File: src/rtl/noc_pkg.sv
// Shared definitions for the buffered mesh router: port indices, packet field
// offsets and the dimension-ordered route function.
package noc_pkg;

    localparam int unsigned NUM_PORTS = 5;

    typedef enum logic [2:0] {
        PORT_PE = 3'd0,
        PORT_N  = 3'd1,
        PORT_E  = 3'd2,
        PORT_S  = 3'd3,
        PORT_W  = 3'd4
    } port_e;

    // dst_y always starts at bit 0; the other fields follow at multiples of the
    // coordinate widths, so their offsets are derived where the widths are known.
    localparam int unsigned DST_Y_LSB = 0;

    function automatic int unsigned dst_x_lsb(input int unsigned y_size);
        return y_size;
    endfunction

    function automatic int unsigned payload_lsb(input int unsigned x_size, input int unsigned y_size);
        return 2 * (x_size + y_size);
    endfunction

    // X first, then Y; all comparisons unsigned.
    function automatic port_e xy_route(input logic [31:0] dst_x, input logic [31:0] dst_y,
                                       input logic [31:0] x_coord, input logic [31:0] y_coord);
        if (dst_x > x_coord) return PORT_E;
        if (dst_x < x_coord) return PORT_W;
        if (dst_y > y_coord) return PORT_N;
        if (dst_y < y_coord) return PORT_S;
        return PORT_PE;
    endfunction

    function automatic logic [2:0] rr_index(input logic [2:0] base, input int unsigned step);
        return 3'((32'(base) + step) % NUM_PORTS);
    endfunction

endpackage

File: src/rtl/noc_input_fifo.sv
// Per-input packet FIFO; a push into a full FIFO is refused even when the
// head is popped in the same cycle.
module noc_input_fifo
    import noc_pkg::*;
#(
    parameter int unsigned WIDTH = 16,
    parameter int unsigned DEPTH = 4
) (
    input  logic             clk,
    input  logic             rst,
    input  logic             push,
    input  logic             pop,
    input  logic [WIDTH-1:0] din,
    output logic [WIDTH-1:0] head,
    output logic             full,
    output logic             empty
);

    localparam int unsigned AW = $clog2(DEPTH);

    logic [WIDTH-1:0] mem [DEPTH];
    logic [AW-1:0]    wr_ptr;
    logic [AW-1:0]    rd_ptr;
    logic [AW:0]      count;
    logic             do_push;
    logic             do_pop;

    assign full    = (count == (AW+1)'(DEPTH));
    assign empty   = (count == '0);
    assign do_push = push & ~full;
    assign do_pop  = pop & ~empty;
    assign head    = mem[rd_ptr];

    always_ff @(posedge clk) begin
        if (do_push) mem[wr_ptr] <= din;
    end

    always_ff @(posedge clk) begin
        if (rst) begin
            wr_ptr <= '0;
            rd_ptr <= '0;
            count  <= '0;
        end else begin
            if (do_push) wr_ptr <= wr_ptr + AW'(1);
            if (do_pop)  rd_ptr <= rd_ptr + AW'(1);
            case ({do_push, do_pop})
                2'b10:   count <= count + (AW+1)'(1);
                2'b01:   count <= count - (AW+1)'(1);
                default: count <= count;
            endcase
        end
    end

endmodule

File: src/rtl/noc_router_buffered.sv
// Five-port XY mesh router: input FIFOs, per-output round-robin arbiters and
// one output register per port with valid/ready handshake.
module noc_router_buffered
    import noc_pkg::*;
#(
    parameter int unsigned X_COORD     = 0,
    parameter int unsigned Y_COORD     = 0,
    parameter int unsigned X_SIZE      = 2,
    parameter int unsigned Y_SIZE      = 2,
    parameter int unsigned DATA_WIDTH  = 8,
    parameter int unsigned FIFO_DEPTH  = 4,
    parameter int unsigned TOTAL_WIDTH = 2*X_SIZE + 2*Y_SIZE + DATA_WIDTH
) (
    input  logic                           clk,
    input  logic                           rst,
    input  logic [NUM_PORTS-1:0]           i_valid,
    output logic [NUM_PORTS-1:0]           o_ready,
    input  logic [NUM_PORTS*TOTAL_WIDTH-1:0] i_data,
    output logic [NUM_PORTS-1:0]           o_valid,
    input  logic [NUM_PORTS-1:0]           i_ready,
    output logic [NUM_PORTS*TOTAL_WIDTH-1:0] o_data,
    output logic                           o_route_err
);

    localparam int unsigned DST_X_LSB = dst_x_lsb(Y_SIZE);

    logic [TOTAL_WIDTH-1:0] head [NUM_PORTS];
    logic [NUM_PORTS-1:0]   full;
    logic [NUM_PORTS-1:0]   empty;
    logic [NUM_PORTS-1:0]   push;
    logic [NUM_PORTS-1:0]   pop;
    logic [NUM_PORTS-1:0]   uturn;
    logic [NUM_PORTS-1:0]   load_en;
    logic [NUM_PORTS-1:0]   grant_v;
    logic [2:0]             grant_idx [NUM_PORTS];
    logic [2:0]             rr_ptr [NUM_PORTS];
    port_e                  route [NUM_PORTS];

    assign o_ready = ~full & {NUM_PORTS{~rst}};
    assign push    = i_valid & o_ready;
    assign load_en = ~o_valid | i_ready;

    for (genvar p = 0; p < NUM_PORTS; p++) begin : g_in
        noc_input_fifo #(
            .WIDTH (TOTAL_WIDTH),
            .DEPTH (FIFO_DEPTH)
        ) u_fifo (
            .clk   (clk),
            .rst   (rst),
            .push  (push[p]),
            .pop   (pop[p]),
            .din   (i_data[p*TOTAL_WIDTH +: TOTAL_WIDTH]),
            .head  (head[p]),
            .full  (full[p]),
            .empty (empty[p])
        );
    end

    always_comb begin
        uturn = '0;
        for (int unsigned p = 0; p < NUM_PORTS; p++) begin
            route[p] = xy_route(32'(head[p][DST_X_LSB +: X_SIZE]),
                                32'(head[p][DST_Y_LSB +: Y_SIZE]),
                                32'(X_COORD), 32'(Y_COORD));
            uturn[p] = ~empty[p] && (p != 0) && (route[p] == port_e'(p));
        end
    end

    // Heads requesting an output that cannot load simply wait in their FIFO.
    always_comb begin
        logic [2:0] cand;
        cand    = '0;
        grant_v = '0;
        pop     = uturn;
        for (int unsigned q = 0; q < NUM_PORTS; q++) begin
            grant_idx[q] = '0;
            if (load_en[q]) begin
                for (int unsigned k = 0; k < NUM_PORTS; k++) begin
                    cand = rr_index(rr_ptr[q], k);
                    if (!grant_v[q] && !empty[cand] && !uturn[cand] && route[cand] == port_e'(q)) begin
                        grant_v[q]   = 1'b1;
                        grant_idx[q] = cand;
                    end
                end
            end
            if (grant_v[q]) pop[grant_idx[q]] = 1'b1;
        end
    end

    always_ff @(posedge clk) begin
        if (rst) begin
            o_valid     <= '0;
            o_data      <= '0;
            o_route_err <= 1'b0;
            for (int unsigned q = 0; q < NUM_PORTS; q++) rr_ptr[q] <= '0;
        end else begin
            if (|uturn) o_route_err <= 1'b1;
            for (int unsigned q = 0; q < NUM_PORTS; q++) begin
                if (load_en[q]) begin
                    o_valid[q] <= grant_v[q];
                    if (grant_v[q]) begin
                        o_data[q*TOTAL_WIDTH +: TOTAL_WIDTH] <= head[grant_idx[q]];
                        rr_ptr[q] <= rr_index(grant_idx[q], 1);
                    end
                end
            end
        end
    end

endmodule

File: config.mk
export PLATFORM = sky130hd
export DESIGN_NAME = noc_router_buffered
export DESIGN_NICKNAME = d
export VERILOG_FILES = /design/src/rtl/noc_pkg.sv /design/src/rtl/noc_input_fifo.sv /design/src/rtl/noc_router_buffered.sv
export SDC_FILE = /design/constraint.sdc
export NUM_CORES = 1
export LEC_CHECK = 0
export ABC_AREA = 1
export ABC_CLOCK_PERIOD_IN_PS = 10400
export BUFFER_PORTS_ARGS = -buffer_cell sky130_fd_sc_hd__buf_2
export CAP_MARGIN = 0
export CORE_MARGIN = 3
export CORE_UTILIZATION = 45
export DETAILED_ROUTE_END_ITERATION = 8
export SYNTH_ARGS = -nofsm -noshare
export SYNTH_HDL_FRONTEND = slang
export SYNTH_HIERARCHICAL = 1
export SYNTH_SLANG_ARGS = --single-unit
File: constraint.sdc
create_clock -name clk -period 10.4 [get_ports clk]
set_clock_uncertainty 0.15 [all_clocks]
set_input_delay 1.04 -clock clk [delete_from_list [all_inputs] [get_ports clk]]
set_output_delay 1.04 -clock clk [all_outputs]
set_load 0.005 [all_outputs]
==> results of run 1 <==
tightest hold or removal path, stage by stage (launching register included):
cell,delay [ns]
dfxtp_1,0.30
inv_1,0.05
nor2_1,0.03
sequential cells by signal, summed over array words and instances (netlist names), named ones only:
register and flops:
o_valid 4, g_in.u_fifo/count 15, o_route_err 1, rr_ptr 9, g_in.u_fifo/wr_ptr 10, g_in.u_fifo/mem 320, g_in.u_fifo/rd_ptr 10, o_data 64
cell type report:
type	instances	area (um2)	area share [%]
multi-input cells	1826	9570	36.6
repair buffers	172	883	3.38
clock buffers	61	1210	4.62
well taps	680	851	3.25
diodes	1	2.50	0.00957
flip-flops and latches	443	12200	46.5
inverters	335	1260	4.84
clock inverters	25	201	0.771
layer usage:
metal | up-vias | GRT usage, %
met3 | 105 | 2.83
met1 | 8985 | 30.0
met4 | 2 | 6.27
met5 | - | 0
li1 | 9227 | -
met2 | 520 | 38.9
logic make-up after synthesis:
| family | count (synthesis) | share of synthesized area [%] |
|---|---|---|
| AO/OA/AOI/OAI | 452 | 10.6 |
| flip-flops | 443 | 51.7 |
| other | 1 | 0.0159 |
| buffers and inverters | 433 | 8.07 |
| AND/OR/NAND/NOR | 1235 | 23.2 |
| XOR/XNOR | 21 | 0.878 |
| adder cells (fa/ha/maj) | 101 | 5.56 |
per-stage QoR:
| step | instances | util, % | setup WS, ns | area (um2) |
|---|---|---|---|---|
| finish | 3543 | 50.8 | 3.25 | 26100 |
| floorplan | 2702 | - | 4.27 | 23600 |
| global placement | 3456 | 48.0 | 3.38 | 24700 |
| global route | 3542 | 50.8 | 2.67 | 26100 |
| detailed placement | 3456 | 48.0 | 3.35 | 24700 |
| CTS | 3542 | 50.8 | 3.31 | 26100 |
placed cells by master, fill, tap and decap left out, types with 7 or more instances in the layout:
cell	synthesis	routed
o21ai_0	81	81
nor3_1	7	7
buf_4	39	9
nor2_1	322	302
a21oi_1	76	76
o211ai_1	10	10
nand2_1	567	567
o21ai_1	176	176
clkbuf_1	8	15
ha_1	95	95
nand3_2	16	16
inv_2	52	52
o22ai_1	83	83
nor2_2	14	34
conb_1	1	17
clkinv_2	0	7
xor2_1	16	16
nand3b_1	15	15
edfxtp_1	329	329
clkbuf_16	0	46
dfxtp_1	114	114
clkinv_1	2	9
inv_1	278	278
nor2_4	9	9
nand2_2	25	25
nand4_1	11	11
buf_2	42	163
nand3_1	223	223
path summary, 6_finish.rpt:
path	start	end	slack [ns]	depth (start not counted)
max reg2reg	rr_ptr[0][0]$_SDFFCE_PP0P_	g_in[3].u_fifo/count[2]$_SDFFE_PP0P_	3.25	35
min	o_data[63]$_SDFFE_PP0P_	o_data[63]$_SDFFE_PP0P_	0.27	2
max	rr_ptr[0][0]$_SDFFCE_PP0P_	g_in[3].u_fifo/count[2]$_SDFFE_PP0P_	3.25	35
min reg2reg	o_data[63]$_SDFFE_PP0P_	o_data[63]$_SDFFE_PP0P_	0.27	2
==> reports/qor.yml, run 1 <==
clock_tree:
  worstSkewPairLatency_ns: 0.58
  cts_buffer_depth: 3
  cts.clk_slew.worst_paths_ns: 0.06
  cts_sinks: 443
  cts_resized: 0
  htree_levels: 2
  cts_tree: "yes"
  root_buffer: "clkbuf_16"
  cts_setup_buffers: 0
  cts_buffers: 46
  holdBufCountCts: 0
synth:
  async_flop_share_pct: 0
  synth_most_common_cell: "nand2_1"
  synth_edf_count: 329
  synthFlopType: "edfxtp_1"
  avgSynthCellArea_um2: 8.76
  synth_top_cell_by_area: "edfxtp_1"
  synth_cell_types: 55
  synth_area_leaders: "edfxtp_1 (42%), dfxtp_1 (9.7%), nand2_1 (9.0%)"
  yosys-top-cells-count: "nand2_1 (567), edfxtp_1 (329), nor2_1 (322), inv_1 (278), nand3_1 (223)"
  synthCells: 2686
  yosysWarnings: 6
  netlist_area_mm2: 0.0235
  ys_ff_latch: 443
  synth_seq_area_share_pct: 51.7
  synth_top_area_share_pct: 42.0
timing:
  fin_setup_tns_ns: 0
  hold_viol_final: 0
  setup_viol: 0
  worst_pin_slew_ns: 1.05
  fmax_mhz: 140
  final-max-slew-violation-count: 0
  min_period_ns: 7.15
  slew_headroom_pct: 30.1
  finalCritPeriodShare_pct: 68.8
  rsz0062_at_grt: "false"
  holdWs_ns: 0.268
final_layout:
  nets: 3017
  syn_to_final_growth_pct: 11.1
  fillers: 4870
  drive_gt1_share_pct: 14.2
drt:
  wl_met1_um: 28000
  highest_layer: "met5"
  first_iter_violations: 1566
  vias_per_cell: 5.32
  firstDrtPassIters: 6
  finalWirelength_um: 64500
  met2_length_um: 31400
  route.detailed.drc: 0
  wl_met3_um: 3620
  postRouteAntennaNets: 0
  avgRoutedWirePerCell_um: 18.2
  vias: 18839
global_routing:
  antenna_found_initial: 2
  grt-ovfl-total: 0
  grt_pass1_wl_um: 98600
  grt_usage_pct: 22.6
  grt_max_degree: 37
  grt_pass1_vias: 17705
placement:
  place.gp.congestion: 0.908
  port_buffers: 164
  hpwl_um: 46500
worst_setup_path:
  worst_path_max_delay_cell: "edfxtp_1"
  arrival_ns: 7.48
  path_common_cell: "nand2_1"
  start_kind: "flop"
  cp-end-kind: "flop"
  crit_type: "reg -> reg"
  path_delay_family: "simple AND/OR/NAND/NOR gates"
  required_ns: 10.73
  crit_path_max_fanout: 21
  slowest_delay_ns: 0.83
  critPathBufInv: 8
die:
  core-area_mm2: 0.0515
  die-height_um: 235
  rows: 83
  die-area_mm2: 0.0551
  die_w_um: 235
  ios: 183
  start_util_pct: 45.7
job:
  drv_cap: 0
outcome:
  status: "finished clean"
min_path:
  hold_class: "reg -> reg"
Power of run 1 is not shown: default switching activity piles up to over one toggle a cycle in this logic, so the estimate is an artifact.
==> run 2: changes to the inputs <==
ABC_AREA = 0   (was 1)
ABC_CLOCK_PERIOD_IN_PS = 5900   (was 10400)
PLACE_DENSITY = 0.65   (was default)
clock period = 5.9 ns   (was 10.4 ns; I/O delays follow)
==> run 2 against run 1 <==
The flow now finishes with violations (negative setup slack). Fmax rose by 13%. Non-clock buffer count is 171 higher. Die area down 2.9%. Register-to-register slack got worse by 3.7 ns. Sequential cell count unchanged. Critical path depth decreased by 7. Core utilization grew 4.4 points. First-iteration DRC count shrank 21%. Synthesized area shrank 3.0%. Cell area grew 4.6%. Largest cell class unchanged. Worst setup slack worse by 3.7 ns. Synthesized cell count down 31%. Critical endpoint is now rr_ptr[0][0]$_SDFFCE_PP0P_.
==> reports/qor.yml, run 2 <==
outcome:
  status: "finished with violations"
  violations: "negative setup slack"
die:
  start_util_pct: 46.0  # +0.38 points
  rows: 81  # -2.4%
  die-area_mm2: 0.0535  # -2.9%
  die-height_um: 231  # -1.5%
  core-area_mm2: 0.0496  # -3.8%
  ios: 183  # unchanged
  die_w_um: 231  # -1.5%
drt:
  vias: 16337  # -13%
  route.detailed.drc: 0  # unchanged
  firstDrtPassIters: 5  # -1
  first_iter_violations: 1233  # -21%
  postRouteAntennaNets: 0  # unchanged
  finalWirelength_um: 60600  # -6.1%
  avgRoutedWirePerCell_um: 21.2  # +16%
  vias_per_cell: 5.70  # +7.3%
worst_setup_path:
  regToRegSetupSlack_ns: -0.45  # -3.70 ns
  start_kind: "flop"
  crit_type: "reg -> reg"
  arrival_ns: 6.53  # -0.95 ns
  worst_path_max_delay_cell: "or4b_4"
  crit_path_max_fanout: 28  # +33%
  required_ns: 6.07  # -4.66 ns
  cp-end-kind: "flop"
  slowest_delay_ns: 0.55  # -0.28 ns
final_layout:
  nets: 2355  # -22%
  final_common_cell: "edfxtp_1"
  final-seq-area_mm2: 0.0122  # unchanged
  regMostFlops: "g_in.u_fifo/mem"
  multi_input_area_mm2: 0.0100  # +4.4%
  diodes: 0  # -1
  drive_gt1_share_pct: 26.6  # +12 points
  mostFrequentLayoutCells: "edfxtp_1 (329), buf_4 (176), buf_2 (163), nand2_1 (138), nor2_1 (132)"
  largest_reg_flops: 320  # unchanged
  fillers: 4078  # -16%
  top_regs: "g_in.u_fifo/mem x320, o_data x64, g_in.u_fifo/count x15"
  syn_to_final_growth_pct: 19.8
synth:
  async_flop_share_pct: 0  # unchanged
  synth_top_cell_by_area: "edfxtp_1"
  synth_compound_area_share_pct: 11.8  # +1.2 points
  synthCells: 1854  # -31%
  synth-xor-area-share_pct: 1.62  # +0.74 points
  synth_area_leaders: "edfxtp_1 (43%), dfxtp_1 (10%), ha_1 (5.2%)"
  synth_top_area_share_pct: 43.3  # +1.3 points
  synth_edf_count: 329  # unchanged
  synth.mux.area_fraction_pct: 11.0  # +11 points
  synth_fa_ha_area_share_pct: 5.73  # +0.17 points
  synth_most_common_cell: "edfxtp_1"
  synth_simple_gate_area_share_pct: 11.7  # -12 points
  yosysWarnings: 6  # unchanged
  synth_cell_types: 92  # +67%
  synth_seq_area_share_pct: 53.3  # +1.6 points
  netlist_area_mm2: 0.0228  # -3.0%
  ys_ff_latch: 443  # unchanged
  yosys-top-cells-count: "edfxtp_1 (329), nand2_1 (139), nor2_1 (135), inv_1 (120), dfxtp_1 (114)"
  synthFlopType: "edfxtp_1"
  synth_top_family_by_area: "compound AO/OA/AOI/OAI gates"
  avgSynthCellArea_um2: 12.3  # +41%
clock_tree:
  cts_tree: "yes"
  cts.clk_slew.worst_paths_ns: 0.06  # about the same
  cts_buffers: 47  # +2.2%
  htree_levels: 2  # unchanged
  worstSkewPairLatency_ns: 0.57  # about the same
  cts_sinks: 443  # unchanged
  root_buffer: "clkbuf_16"
  cts_buffer_depth: 3  # unchanged
global_routing:
  grt-ovfl-total: 0  # unchanged
  antenna_found_initial: 1  # -1
  grt_pass1_wl_um: 92600  # -6.1%
  grt_usage_pct: 22.3  # -0.27 points
  grt_max_degree: 61  # +65%
  grt_pass1_vias: 16315  # -7.9%
timing:
  fmax_mhz: 157  # +13%
  fin_ws_ns: -0.451  # -3.70 ns
  final-max-slew-violation-count: 0  # unchanged
  min_period_ns: 6.35  # -0.802 ns
  slew_headroom_pct: 33.0  # +2.9 points
  rsz0062_at_grt: "true"
  setup_viol: 11  # +11
  hold_viol_final: 0  # unchanged
  finalCritPeriodShare_pct: 108  # +39 points
  worst_pin_slew_ns: 1.00  # -0.0463 ns
placement:
  hpwl_um: 44700  # -3.7%
  port_buffers: 164  # unchanged
  place_worst_setup_slack_ns: -0.593  # -3.95 ns
  place.gp.congestion: 0.896  # -1.2%
min_path:
  hold_class: "in -> reg"
job:
  drv_cap: 0  # unchanged
## run 2: final timing paths
path | from | to | cells after the start
min reg2reg | o_data[2]$_SDFFE_PP0P_ | o_data[2]$_SDFFE_PP0P_ | 1
min | i_data[64] | g_in[4].u_fifo/mem[0][0]$_DFFE_PP_ | 1
max reg2reg | rr_ptr[0][0]$_SDFFCE_PP0P_ | rr_ptr[0][0]$_SDFFCE_PP0P_ | 28
max | rr_ptr[0][0]$_SDFFCE_PP0P_ | rr_ptr[0][0]$_SDFFCE_PP0P_ | 28
## run 2: final cells by class
cell class                 instances  area share, %
clock inverter                    20           1.05
timing repair buffer             343           8.01
tap                              664           3.04
inverter                         131           1.89
multi-input combinational       1196           36.6
clock buffer                      67           4.95
sequential                       443           44.5
## run 2: logic make-up after synthesis
kind of cell | after synthesis
AOI/OAI and AO/OA | 383
xor gates and xnor gates | 40
adders and majority gates | 101
buffers and inverters | 231
DFF | 443
muxes | 137
other | 1
and+or+nand+nor | 518
## run 2: metrics by stage
step | std cells | area [um2] | hold WS (ns) | setup TNS (ns) | utilization, %
after detailed placement | 2753 | 25400 | 0.288 | -3.92 | 51.2
after CTS | 2854 | 27200 | 0.0529 | -2.90 | 54.8
after global placement | 2753 | 25400 | 0.288 | -2.61 | 51.2
after global routing | 2864 | 27300 | 0.0670 | -5.14 | 55.2
final | 2864 | 27300 | 0.0823 | -1.77 | 55.2
after floorplan | 1870 | 23200 | 0.305 | -5.84 | -
## run 2: layer usage
| metal | up-vias | GRT usage [%] | wire length (um) |
|---|---|---|---|
| met4 | 4 | 6.20 | 1490 |
| met2 | 536 | 38.7 | 30300 |
| met5 | - | 0 | 26 |
| li1 | 7568 | - | - |
| met3 | 91 | 3.53 | 3660 |
| met1 | 8138 | 29.2 | 25100 |
## run 2: what timing repair did
item | 4_1_cts | 5_1_grt
resized for setup | 19 | 20
hold buffers | 1 | 0
endpoints found under the setup margin | 15 | 24
pin swaps | 19 | 13
endpoints found under the hold margin | 1 | 0
setup buffers | 14 | 10
## run 2: worst max-delay path, delay by kind of cell, from the launching register on
kind	cells	cell delay, ns
adders and majority gates	5	1.02
AOI/OAI and AO/OA	9	1.70
xor gates and xnor gates	2	0.35
buffers and inverters	5	0.58
muxes	1	0.31
DFF	1	0.47
and+or+nand+nor	6	1.49
Power of run 2 is left out for the same reason.
